<file path="src/rtl/alu_sched_pkg.sv">
// Shared types and constants for the ALU issue scheduler: instruction field
// offsets, the scheduler FSM states and the writeback scoreboard entry.
package alu_sched_pkg;

  localparam logic [31:0] NOP_INSTR = 32'h0000_0013;

  localparam int REG_W   = 5;
  localparam int RD_LSB  = 7;
  localparam int RS1_LSB = 15;
  localparam int RS2_LSB = 20;

  // Wide enough for any sensible requester count; narrowed at the use site.
  localparam int SB_ID_W = 8;

  typedef enum logic [1:0] {
    IDLE,
    ISSUE,
    DRAIN
  } sched_state_t;

  typedef struct packed {
    logic               v;
    logic [REG_W-1:0]   rd;
    logic [SB_ID_W-1:0] id;
  } sb_entry_t;

endpackage

</file>
<file path="src/rtl/rr_arbiter.sv">
// Mask-based round-robin arbiter: picks the first requester after 'last',
// wrapping around to the lowest index when none sits above it.
module rr_arbiter #(
  parameter  int NREQ = 2,
  localparam int ID_W = $clog2(NREQ)
) (
  input  logic [NREQ-1:0] req,
  input  logic [ID_W-1:0] last,
  output logic [NREQ-1:0] win,
  output logic [ID_W-1:0] idx,
  output logic            any
);

  logic [NREQ-1:0] mask;
  logic [NREQ-1:0] masked;
  logic [NREQ-1:0] pick;

  always_comb begin
    mask = '0;
    for (int i = 0; i < NREQ; i++) begin
      mask[i] = (i > int'(last));
    end
    masked = req & mask;
    pick   = (|masked) ? masked : req;
    win    = '0;
    idx    = '0;
    // Walk downwards so the lowest set bit is the one left standing.
    for (int i = NREQ - 1; i >= 0; i--) begin
      if (pick[i]) begin
        win    = '0;
        win[i] = 1'b1;
        idx    = ID_W'(i);
      end
    end
    any = |req;
  end

endmodule

</file>
<file path="src/rtl/alu_issue_scheduler.sv">
// Round-robin issue scheduler in front of the register-file/ALU datapath, with
// RAW-hazard stalls against in-flight writebacks. ISSUE_PERF_CNT_EN adds counters.
module alu_issue_scheduler
  import alu_sched_pkg::*;
#(
  parameter  int WIDTH = 32,
  parameter  int NREQ  = 2,
  parameter  int LAT   = 2,
  localparam int ID_W  = $clog2(NREQ)
) (
  input  logic                  clk,
  input  logic                  rst,
  input  logic [NREQ-1:0]       req_valid,
  input  logic [NREQ*WIDTH-1:0] req_instr,
  output logic [NREQ-1:0]       req_ready,
  input  logic                  flush,
  output logic [WIDTH-1:0]      dp_addr,
  output logic                  dp_valid,
  output logic [ID_W-1:0]       dp_id,
  output logic                  retire_valid,
  output logic [ID_W-1:0]       retire_id,
  output logic                  busy,
  output logic                  stall
`ifdef ISSUE_PERF_CNT_EN
  ,
  output logic [31:0]           issue_cnt,
  output logic [31:0]           stall_cnt
`endif
);

  sched_state_t     state;
  logic [ID_W-1:0]  last_ptr;
  logic [NREQ-1:0]  win_onehot;
  logic [ID_W-1:0]  win_idx;
  logic             win_any;
  logic [WIDTH-1:0] win_instr;
  logic [REG_W-1:0] win_rs1;
  logic [REG_W-1:0] win_rs2;
  logic             hazard;
  logic             sb_busy;
  logic             grant_ok;
  logic             grant;
  sb_entry_t        new_entry;
  sb_entry_t        sb [LAT];

  rr_arbiter #(.NREQ(NREQ)) u_arb (
    .req  (req_valid),
    .last (last_ptr),
    .win  (win_onehot),
    .idx  (win_idx),
    .any  (win_any)
  );

  // Both source fields are checked for every opcode; rd=x0 never blocks.
  always_comb begin
    win_instr = req_instr[int'(win_idx)*WIDTH +: WIDTH];
    win_rs1   = win_instr[RS1_LSB +: REG_W];
    win_rs2   = win_instr[RS2_LSB +: REG_W];
    hazard    = 1'b0;
    sb_busy   = 1'b0;
    for (int i = 0; i < LAT; i++) begin
      if (sb[i].v) begin
        sb_busy = 1'b1;
        if (sb[i].rd != '0 && (sb[i].rd == win_rs1 || sb[i].rd == win_rs2)) begin
          hazard = 1'b1;
        end
      end
    end
  end

  always_comb begin
    grant_ok  = (state != DRAIN) && !flush && win_any;
    grant     = grant_ok && !hazard;
    stall     = grant_ok && hazard;
    req_ready = grant ? win_onehot : '0;
    busy      = sb_busy || (state != IDLE);
    new_entry = '0;
    if (grant) begin
      new_entry.v  = 1'b1;
      new_entry.rd = win_instr[RD_LSB +: REG_W];
      new_entry.id = SB_ID_W'(win_idx);
    end
  end

  always_ff @(posedge clk or negedge rst) begin
    if (!rst) begin
      state <= IDLE;
    end else begin
      case (state)
        IDLE:    if (flush) state <= DRAIN;
                 else if (|req_valid) state <= ISSUE;
        ISSUE:   if (flush) state <= DRAIN;
                 else if (!(|req_valid)) state <= IDLE;
        DRAIN:   if (!flush && !sb_busy) state <= IDLE;
        default: state <= IDLE;
      endcase
    end
  end

  // Issue register; the pointer only moves on an actual grant.
  always_ff @(posedge clk or negedge rst) begin
    if (!rst) begin
      dp_addr  <= WIDTH'(NOP_INSTR);
      dp_valid <= 1'b0;
      dp_id    <= '0;
      last_ptr <= ID_W'(NREQ - 1);
    end else if (grant) begin
      dp_addr  <= win_instr;
      dp_valid <= 1'b1;
      dp_id    <= win_idx;
      last_ptr <= win_idx;
    end else begin
      dp_addr  <= WIDTH'(NOP_INSTR);
      dp_valid <= 1'b0;
    end
  end

  // Writeback shift register; an entry stops blocking on the edge it retires.
  always_ff @(posedge clk or negedge rst) begin
    if (!rst) begin
      for (int i = 0; i < LAT; i++) begin
        sb[i] <= '0;
      end
      retire_valid <= 1'b0;
      retire_id    <= '0;
    end else begin
      sb[0] <= new_entry;
      for (int i = 1; i < LAT; i++) begin
        sb[i] <= sb[i-1];
      end
      retire_valid <= sb[LAT-1].v;
      retire_id    <= ID_W'(sb[LAT-1].id);
    end
  end

`ifdef ISSUE_PERF_CNT_EN
  always_ff @(posedge clk or negedge rst) begin
    if (!rst) begin
      issue_cnt <= '0;
      stall_cnt <= '0;
    end else begin
      if (grant) issue_cnt <= issue_cnt + 32'd1;
      if (stall) stall_cnt <= stall_cnt + 32'd1;
    end
  end
`endif

endmodule
</file>
<file path="config.mk">
export PLATFORM = sky130hd
export DESIGN_NAME = alu_issue_scheduler
export DESIGN_NICKNAME = d
export VERILOG_FILES = /design/src/rtl/alu_sched_pkg.sv /design/src/rtl/rr_arbiter.sv /design/src/rtl/alu_issue_scheduler.sv
export SDC_FILE = /design/constraint.sdc
export NUM_CORES = 1
export LEC_CHECK = 0
export CAP_MARGIN = 15
export CORE_MARGIN = 4
export CORE_UTILIZATION = 38
export CTS_CLUSTER_SIZE = 8
export DETAILED_ROUTE_END_ITERATION = 6
export HOLD_SLACK_MARGIN = 0.03
export PLACE_DENSITY = 0.82
export SLEW_MARGIN = 20
export SYNTH_ARGS = -nofsm -noshare
export SYNTH_HDL_FRONTEND = slang
export SYNTH_SLANG_ARGS = --single-unit
</file>
<file path="constraint.sdc">
create_clock -name clk -period 6.4 [get_ports clk]
set_clock_uncertainty 0.05 [all_clocks]
set_input_delay 1.28 -clock clk [delete_from_list [all_inputs] [get_ports clk]]
set_output_delay 1.28 -clock clk [all_outputs]
set_load 0.05 [all_outputs]
</file>
# Yosys cells after proc, flatten, opt, wreduce, memory -nomap -nowiden
# Index checks and enable logic that the tools add are counted.
dict set report totals {
  regBits 53
}
dict set report classes {
  shifts 1
  bitwise_logic 1
  muxes 21
  eq_ne 10
  magnitude_cmp 1
  n_reduce_logical 20
}
# operator count
set ops {}
lappend ops {{indexed part select 64 x 7 -> 32 bit} 1}
lappend ops {{2-to-1 mux 32 bit} 1}
lappend ops {{equality test 5 bit} 4}
lappend ops {{2-to-1 mux 2 bit} 9}
lappend ops {{2-to-1 mux 14 bit} 1}
lappend ops {{nonzero test 5 bit} 2}
lappend ops {{2-to-1 mux 1 bit} 9}
lappend ops {{logical AND 1 bit} 7}
lappend ops {{inequality test 3 bit, second input constant} 2}
lappend ops {{case mux 2 bit (3 select lines)} 1}
lappend ops {{inequality test 2 bit, second input constant} 2}
lappend ops {{OR reduction 2 bit} 2}
lappend ops {{zero test 1 bit} 3}
lappend ops {{logical OR 1 bit} 3}
lappend ops {{AND reduction 3 bit} 1}
lappend ops {{AND 2 bit} 1}
lappend ops {{equality test 2 x 1 -> 1 bit, second input constant} 1}
lappend ops {{equality test 2 bit, second input constant} 1}
lappend ops {{zero test 2 bit} 1}
lappend ops {{nonzero test 2 bit} 1}
lappend ops {{greater-than comparator 1 bit, first input constant} 1}

# Longest topological paths before layout
# Gate-level depths: netlist of the first run.
dict set report depth {
  ltp_word 17
  mapped_depth 12
}

# Hierarchy
# A second synthesis of the first run with hierarchy kept.
dict set report unflattened {
  cells_unflattened 182
  hier_area_um2 2165.8
}
# mod cells_per_inst n_inst area_per_inst_um2 seq_area_each_um2
set modules_own_cells {}
lappend modules_own_cells {alu_issue_scheduler 177 1 2133.3 1181.1}
lappend modules_own_cells {rr_arbiter 5 1 32.5 0.0}

# Worst setup path before layout of the first run
# No wires, ideal clock.
dict set report synth_path {
  path_kind {input to output}
  startpoint {input port req_valid[1]}
  endpoint {output port stall}
  path_stages 8
  arrival_ns 3.553
  path_slack_ns 1.517
  n_path_buf 2
  required_ns 5.070
  cell_sequence {a21boi_1 > buf_4 > buf_2 > a2111oi_0 > nor2_1 > nor3_1 > nor2_1 > a21boi_0}
}
dict set report synth_via {
  elab_chain_len 14
  elab_cells_between_ends 21
}
# element line
set synth_lines {}
lappend synth_lines {{start: declaration} alu_issue_scheduler.sv:13} ;# input logic [NREQ-1:0] req_valid,
lappend synth_lines {{AND 2 bit} rr_arbiter.sv:23} ;# masked = req & mask;
lappend synth_lines {{OR reduction 2 bit} rr_arbiter.sv:24} ;# pick = (|masked) ? masked : req;
lappend synth_lines {{2-to-1 mux 2 bit} rr_arbiter.sv:24}
lappend synth_lines {{2-to-1 mux 1 bit (2 in a row)} rr_arbiter.sv:29} ;# if (pick[i]) begin
lappend synth_lines {{indexed part select 64 x 7 -> 32 bit} alu_issue_scheduler.sv:56} ;# win_instr = req_instr[int'(win_idx)*WIDTH +: WIDTH];
lappend synth_lines {{equality test 5 bit} alu_issue_scheduler.sv:64} ;# if (sb[i].rd != '0 && (sb[i].rd == win_rs1 || sb[i].rd == win_rs2)) begin
lappend synth_lines {{logical OR 1 bit} alu_issue_scheduler.sv:64}
lappend synth_lines {{logical AND 1 bit} alu_issue_scheduler.sv:64}
lappend synth_lines {{2-to-1 mux 1 bit} alu_issue_scheduler.sv:64}
lappend synth_lines {{2-to-1 mux 1 bit} alu_issue_scheduler.sv:62} ;# if (sb[i].v) begin
lappend synth_lines {{2-to-1 mux 1 bit} alu_issue_scheduler.sv:64}
lappend synth_lines {{2-to-1 mux 1 bit} alu_issue_scheduler.sv:62}
lappend synth_lines {{logical AND 1 bit (*)} alu_issue_scheduler.sv:74} ;# stall = grant_ok && hazard;
lappend synth_lines {{end: declaration} alu_issue_scheduler.sv:23} ;# output logic stall
# Every way passes the cells marked *; elsewhere a longest branch is shown, timed or not.

# Worst setup path after layout of the first run
# Ends and elaborated chain as after synthesis.

==> results of run 1 <==
-- routing by layer --
layer | vias up | track usage [%] | wire, µm
met4 | 0 | 3.68 | 51
met5 | - | 0 | 0
met2 | 98 | 29.9 | 3160
met1 | 970 | 21.1 | 2680
li1 | 1034 | - | -
met3 | 6 | 5.49 | 622
-- cells by family (layout without fill, tap and decap cells) --
logic type / after synthesis / in the layout / synth area share (%)
buffers and inverters: 28 / 128 / 7.16
XOR/XNOR: 21 / 21 / 7.75
multiplexers: 7 / 7 / 3.37
flip-flops: 47 / 47 / 49.7
AO/OA/AOI/OAI: 54 / 54 / 14.5
AND/OR/NAND/NOR: 94 / 94 / 17.4
-- how the worst max path moves through the flow --
stage                       from     to  slack, ps  cells past startpoint
finish              req_valid[1]  stall        500                      9
global route        req_valid[1]  stall        310                      9
CTS                 req_valid[1]  stall        540                      9
detailed placement  req_valid[1]  stall        550                      9
global placement    req_valid[1]  stall        640                      9
floorplan           req_valid[1]  stall       1520                      8
-- flip-flops by register name, summed over array words and instances (netlist names) --
name and cells:
sb 12, last_ptr 1, retire_valid 1, state 2
dp_id 1, retire_id 1, dp_addr 28, dp_valid 1
-- area by class of cell --
class | instances | area, µm² | area share, %
multi-input combinational | 176 | 1030 | 28.7
clock inverter | 3 | 67.6 | 1.88
tap | 75 | 93.8 | 2.61
clock buffer | 5 | 68.8 | 1.91
timing repair buffer | 111 | 1120 | 31.1
sequential | 47 | 1180 | 32.8
inverter | 9 | 33.8 | 0.938
-- power by group --
part,leakage (µW),total [µW],internal (µW),switching [µW]
sequential,0.000622,347,325,22.1
combinational,0.000877,280,117,163
clock,0.0000644,256,156,100
total,0.00156,883,598,285
-- stage by stage --
step	std cells	hold WS, ps	setup WS, ps
floorplan	251	281	1520
global placement	418	285	643
detailed placement	418	287	546
CTS	426	308	538
global route	426	318	306
finish	426	304	504
-- cell usage in the layout, fill, tap and decap left out, types with 3 or more instances in the layout --
| cell type | Yosys | final |
|---|---|---|
| nand2_1 | 57 | 57 |
| mux2i_1 | 5 | 5 |
| dfstp_2 | 4 | 4 |
| xnor2_1 | 9 | 9 |
| clkbuf_8 | 0 | 5 |
| nor2_1 | 14 | 14 |
| o21ai_0 | 7 | 7 |
| nand2b_1 | 4 | 4 |
| nand3b_1 | 3 | 3 |
| a21oi_1 | 25 | 25 |
| or4_1 | 3 | 3 |
| nor2b_1 | 4 | 4 |
| inv_1 | 9 | 9 |
| xor2_1 | 12 | 12 |
| buf_4 | 7 | 4 |
| dfrtp_1 | 43 | 43 |
| nand3_1 | 3 | 3 |
| clkdlybuf4s50_1 | 0 | 105 |
| a21oi_2 | 4 | 4 |
-- critical path: cells and delay by family --
family	cells	cell delay (ps)
simple gates	2	300
compound gates	5	1630
buf+inv	2	1350
==> impl_metrics.csv, run 1 <==
group,metric,value,unit
power_and_ir_drop,power_density,245,nW/µm²
worst_setup_path,critPathMaxStageDelay,840,ps
synth,ys_ff_latch,47,
power_and_ir_drop,finalPower,883,µW
synth,postSynthCellCount,251,
layout,area_growth,51.6,%
timing,max_freq,170,MHz
layout,diodes,0,
global_route,grt_max_degree,48,
clock_tree,worstSkewPairLatency,290,ps
floorplan,core_area,5990,µm²
layout,design_area,3600,µm²
clock_tree,cts_resized,0,
timing,finalSetupTns,0,ps
power_and_ir_drop,ir_drop,0.143,mV
hold_path,hp-start,"sb[0]",
global_route,grt_pass1_wl,10.2,mm
placement,placed_area,3460,µm²
worst_setup_path,rrSetupSlack,3380,ps
timing,hold_viol,0,
synth,synth_edf_count,0,
synth,syn_nets,320,
worst_setup_path,critPathRequiredTime,5070,ps
worst_setup_path,worst-endpoint-arrival,4570,ps
floorplan,die_y,87.1,µm
flow_run,cap_violations,0,
synth,synth.most_common_cell,"nand2_1",
synth,synth_area,2370,µm²
worst_setup_path,r2r-start,"last_ptr",
global_route,gr-usage-all-layers,17.3,%
detailed_routing,drt_iter0_drc,144,
worst_setup_path,cp_max_fo,33,
timing,period_share,92.1,%
hold_path,worstHoldEndpoint,"retire_id",
synth,synthArstFlopShare,100,%
clock_tree,clockBufferDepth,2,
layout,fin_nets,419,
global_route,grt_pass1_vias,2133,
worst_setup_path,path_class,"primary input to primary output",
timing,rsz0062_at_grt,"no",
detailed_routing,avgViaCountPerCell,4.95,
timing,finalCriticalPeriod,5900,ps
layout,drive_gt1_share,7.98,%
synth,synth_cell_type_count,42,
synth,ys_warn_count,0,
layout,final_util,60.1,%
placement,place_hpwl,4.84,mm
floorplan,start_util,39.6,%
worst_setup_path,crit_top_cell,"clkdlybuf4s50_1",
synth,ys_top_cells_by_area,"dfrtp_1 45%, nand2_1 9.0%, a21oi_1 5.3%, dfstp_2 4.4%, xor2_1 4.4%",
detailed_routing,drc,0,
synth,post_synth.cell_area_avg,9.46,µm²
clock_tree,cts_sinks,47,
synth,synthTopCellsByCount,"57 x nand2_1, 43 x dfrtp_1, 25 x a21oi_1, 14 x nor2_1, 12 x xor2_1",
timing,slew_headroom,37.9,%
detailed_routing,ant_nets,0,
clock_tree,cts_inserted_buffers,5,
timing,setup_violations,0,
hold_path,min-delay-path-class,"register to register",
synth,ys_seq_area_share,49.7,%
placement,port-buffer-count,108,
floorplan,die_w,87.1,µm
floorplan,pin_count,109,
detailed_routing,drt-total-wl,6.51,mm
detailed_routing,wire_per_inst,15.3,µm
timing,worst_pin_slew,929,ps
worst_setup_path,worstSetupEndpointType,"primary output",
timing,drv_slew,0,
worst_setup_path,worstPathCellList,"clkdlybuf4s50_1, a21boi_4, o2111ai_1, o32ai_1, o21ai_0, nor3_1, nor2_1, a21boi_0, clkdlybuf4s50_1",
run_status,outcome,"completed",
hold_path,min_path_cells,0,
clock_tree,cts-root-buf,"clkbuf_8",
synth,synth_top_area_share,45.3,%
floorplan,fp.dieArea,7580,µm²
clock_tree,cts_hold_buf,0,
global_route,grt_remaining_overflow,0,
layout,fillers,510,
clock_tree,cts_tree,"done",
synth,post-synth-top-area-cell,"dfrtp_1",
clock_tree,cts_setup_buffers,0,
power_and_ir_drop,leakage,0.00156,µW
clock_tree,htree_num_levels,2,
global_route,antenna_found_initial,0,
placement,place.gp.congestion,0.946,
worst_setup_path,reg2reg_to,"dp_id",
worst_setup_path,start_kind,"primary input",
clock_tree,clk_pin_slew,90,ps
worst_setup_path,crit_slowest_cell,"clkdlybuf4s50_1",
worst_setup_path,r2r_cells,8,
synth,synth_flop_cell,"dfrtp_1",
detailed_routing,vias,2108,
floorplan,num_rows,28,
detailed_routing,drt_first_pass_iters,4,
No activity file was read; power rests on OpenSTA's default activity.
==> run 2: changes to the inputs <==
--- a/config.mk
+++ b/config.mk
@@ -7,11 +7,11 @@
 export LEC_CHECK = 0
 export CAP_MARGIN = 15
 export CORE_MARGIN = 4
-export CORE_UTILIZATION = 38
+export CORE_UTILIZATION = 30
 export CTS_CLUSTER_SIZE = 8
 export DETAILED_ROUTE_END_ITERATION = 6
 export HOLD_SLACK_MARGIN = 0.03
-export PLACE_DENSITY = 0.82
+export PLACE_DENSITY = 0.68
 export SLEW_MARGIN = 20
 export SYNTH_ARGS = -nofsm -noshare
 export SYNTH_HDL_FRONTEND = slang
==> impl_metrics.csv, run 2 (same netlist as run 1, synthesis figures left out) <==
group,metric,value,unit
power_and_ir_drop,leakage,0.00155,µW
timing,setup_violations,0,
detailed_routing,drc,0,
placement,place_hpwl,5.04,mm
layout,drive_gt1_share,7.69,%
detailed_routing,drt-met1-wl,2.82,mm
layout,final_util,46.6,%
detailed_routing,top_layer,"met4",
placement,place.gp.congestion,0.870,
global_route,grt_max_degree,48,
clock_tree,cts_setup_buffers,0,
timing,finalSetupTns,0,ps
clock_tree,cts_resized,0,
timing,rsz0062_at_grt,"no",
floorplan,start_util,30.7,%
power_and_ir_drop,power_density,228,nW/µm²
floorplan,num_rows,32,
floorplan,core_area,7730,µm²
layout,fin_nets,419,
clock_tree,htree_num_levels,2,
power_and_ir_drop,ir_drop,0.119,mV
global_route,grt_remaining_overflow,0,
worst_setup_path,critPathRequiredTime,5070,ps
layout,largest_reg_flops,28,
worst_setup_path,start_kind,"primary input",
layout,layout_commonest_cell,"clkdlybuf4s50_1",
layout,diodes,0,
power_and_ir_drop,swShare,34.0,%
power_and_ir_drop,power_frac_comb,34.1,%
layout,largest-register,"dp_addr",
timing,finalCriticalPeriod,5790,ps
global_route,gr-usage-all-layers,14.4,%
worst_setup_path,worstSetupEndpointType,"primary output",
layout,final_cell_mix,"105 x clkdlybuf4s50_1, 57 x nand2_1, 43 x dfrtp_1",
timing,hold_viol,0,
global_route,grt_pass1_wl,11.2,mm
layout,area_growth,51.5,%
power_and_ir_drop,seq_power_share,42.3,%
power_and_ir_drop,p_switching,279,µW
timing,worst_pin_slew,756,ps
global_route,grt_pass1_vias,2258,
clock_tree,cts-root-buf,"clkbuf_8",
worst_setup_path,worst-endpoint-arrival,4460,ps
detailed_routing,ant_nets,0,
clock_tree,cts_hold_buf,0,
detailed_routing,avgViaCountPerCell,4.74,
floorplan,die_w,97.0,µm
detailed_routing,drt-total-wl,6.80,mm
timing,slew_headroom,49.5,%
detailed_routing,wl_met3,555,µm
clock_tree,cts_inserted_buffers,5,
placement,port-buffer-count,108,
floorplan,pin_count,109,
hold_path,min-delay-path-class,"register to register",
detailed_routing,drt_first_pass_iters,4,
timing,max_freq,173,MHz
clock_tree,clk_pin_slew,80,ps
timing,drv_slew,0,
run_status,outcome,"completed",
timing,period_share,90.4,%
floorplan,die_y,97.0,µm
power_and_ir_drop,clkPwrFrac,23.6,%
clock_tree,clockBufferDepth,2,
worst_setup_path,path_class,"primary input to primary output",
detailed_routing,drt_iter0_drc,73,
detailed_routing,wire_per_inst,15.0,µm
clock_tree,worstSkewPairLatency,290,ps
layout,reg_top3,"dp_addr (28), sb (12), state (2)",
detailed_routing,route.met2.wl,3.33,mm
global_route,antenna_found_initial,0,
clock_tree,cts_sinks,47,
floorplan,fp.dieArea,9400,µm²
worst_setup_path,cp_max_fo,23,
clock_tree,cts_tree,"done",
worst_setup_path,rrSetupSlack,3500,ps
detailed_routing,vias,2148,
flow_run,cap_violations,0,
power_and_ir_drop,intPower,541,µW
[run 2: changes by cell type in the layout (fill, tap and decap cells not counted), sizes merged]
cell | before | now
clkinvlp | 1 | 0
bufinv | 2 | 0
clkbuf | 5 | 8
[run 2: final timing paths]
path                              start          end  cells after the start
setup / recovery           req_valid[1]        stall                      9
hold / removal                   sb[14]        sb[0]                      0
setup reg to reg               last_ptr        dp_id                      8
hold reg to reg                  sb[14]        sb[0]                      0
max in group asynchronous           rst       sb[24]                      1
min in group asynchronous           rst  dp_addr[23]                      1
[run 2: power by group through the flow]
| stage | Combinational [µW] | Sequential [µW] | Clock (µW) |
|---|---|---|---|
| 2_1_floorplan | 117 | 404 | 0 |
| 3_3_place_gp | 278 | 352 | 0 |
| 3_5_place_dp | 282 | 353 | 0 |
| 4_1_cts | 283 | 347 | 202 |
| 5_1_grt | 300 | 351 | 215 |
| 6_report | 279 | 347 | 193 |
[run 2: layout make-up]
class                           count  area, µm²
Inverter                            9       33.8
Clock buffer                        8        100
Multi-Input combinational cell    176       1030
Tap cell                          102        128
Timing Repair Buffer              111       1120
Fill cell                         745       4130
Sequential cell                    47       1180
[run 2: per-layer routing]
layer / global-route usage (%) / vias up
met3: 3.75 / 9
met4: 3.78 / 0
met1: 17.2 / 1020
met5: 0 / -
li1: - / 1030
met2: 25.6 / 89
[run 2: critical path, cell delays in order]
cell	delay, ps
clkdlybuf4s50_1	510
a21boi_4	650
mux2i_1	350
xnor2_1	90
nor4_1	260
a31o_1	160
nor2_1	50
a21boi_0	240
clkdlybuf4s50_1	850
[run 2: through the flow]
step	hold slack, ps	area (µm²)	instances	total power (µW)	worst slack [ps]
after CTS	307	3600	453	832	602
after global placement	285	3500	445	631	748
after global routing	311	3600	453	867	383
after floorplan	281	2370	251	521	1520
after detailed placement	286	3500	445	634	621
final	301	3600	453	820	613
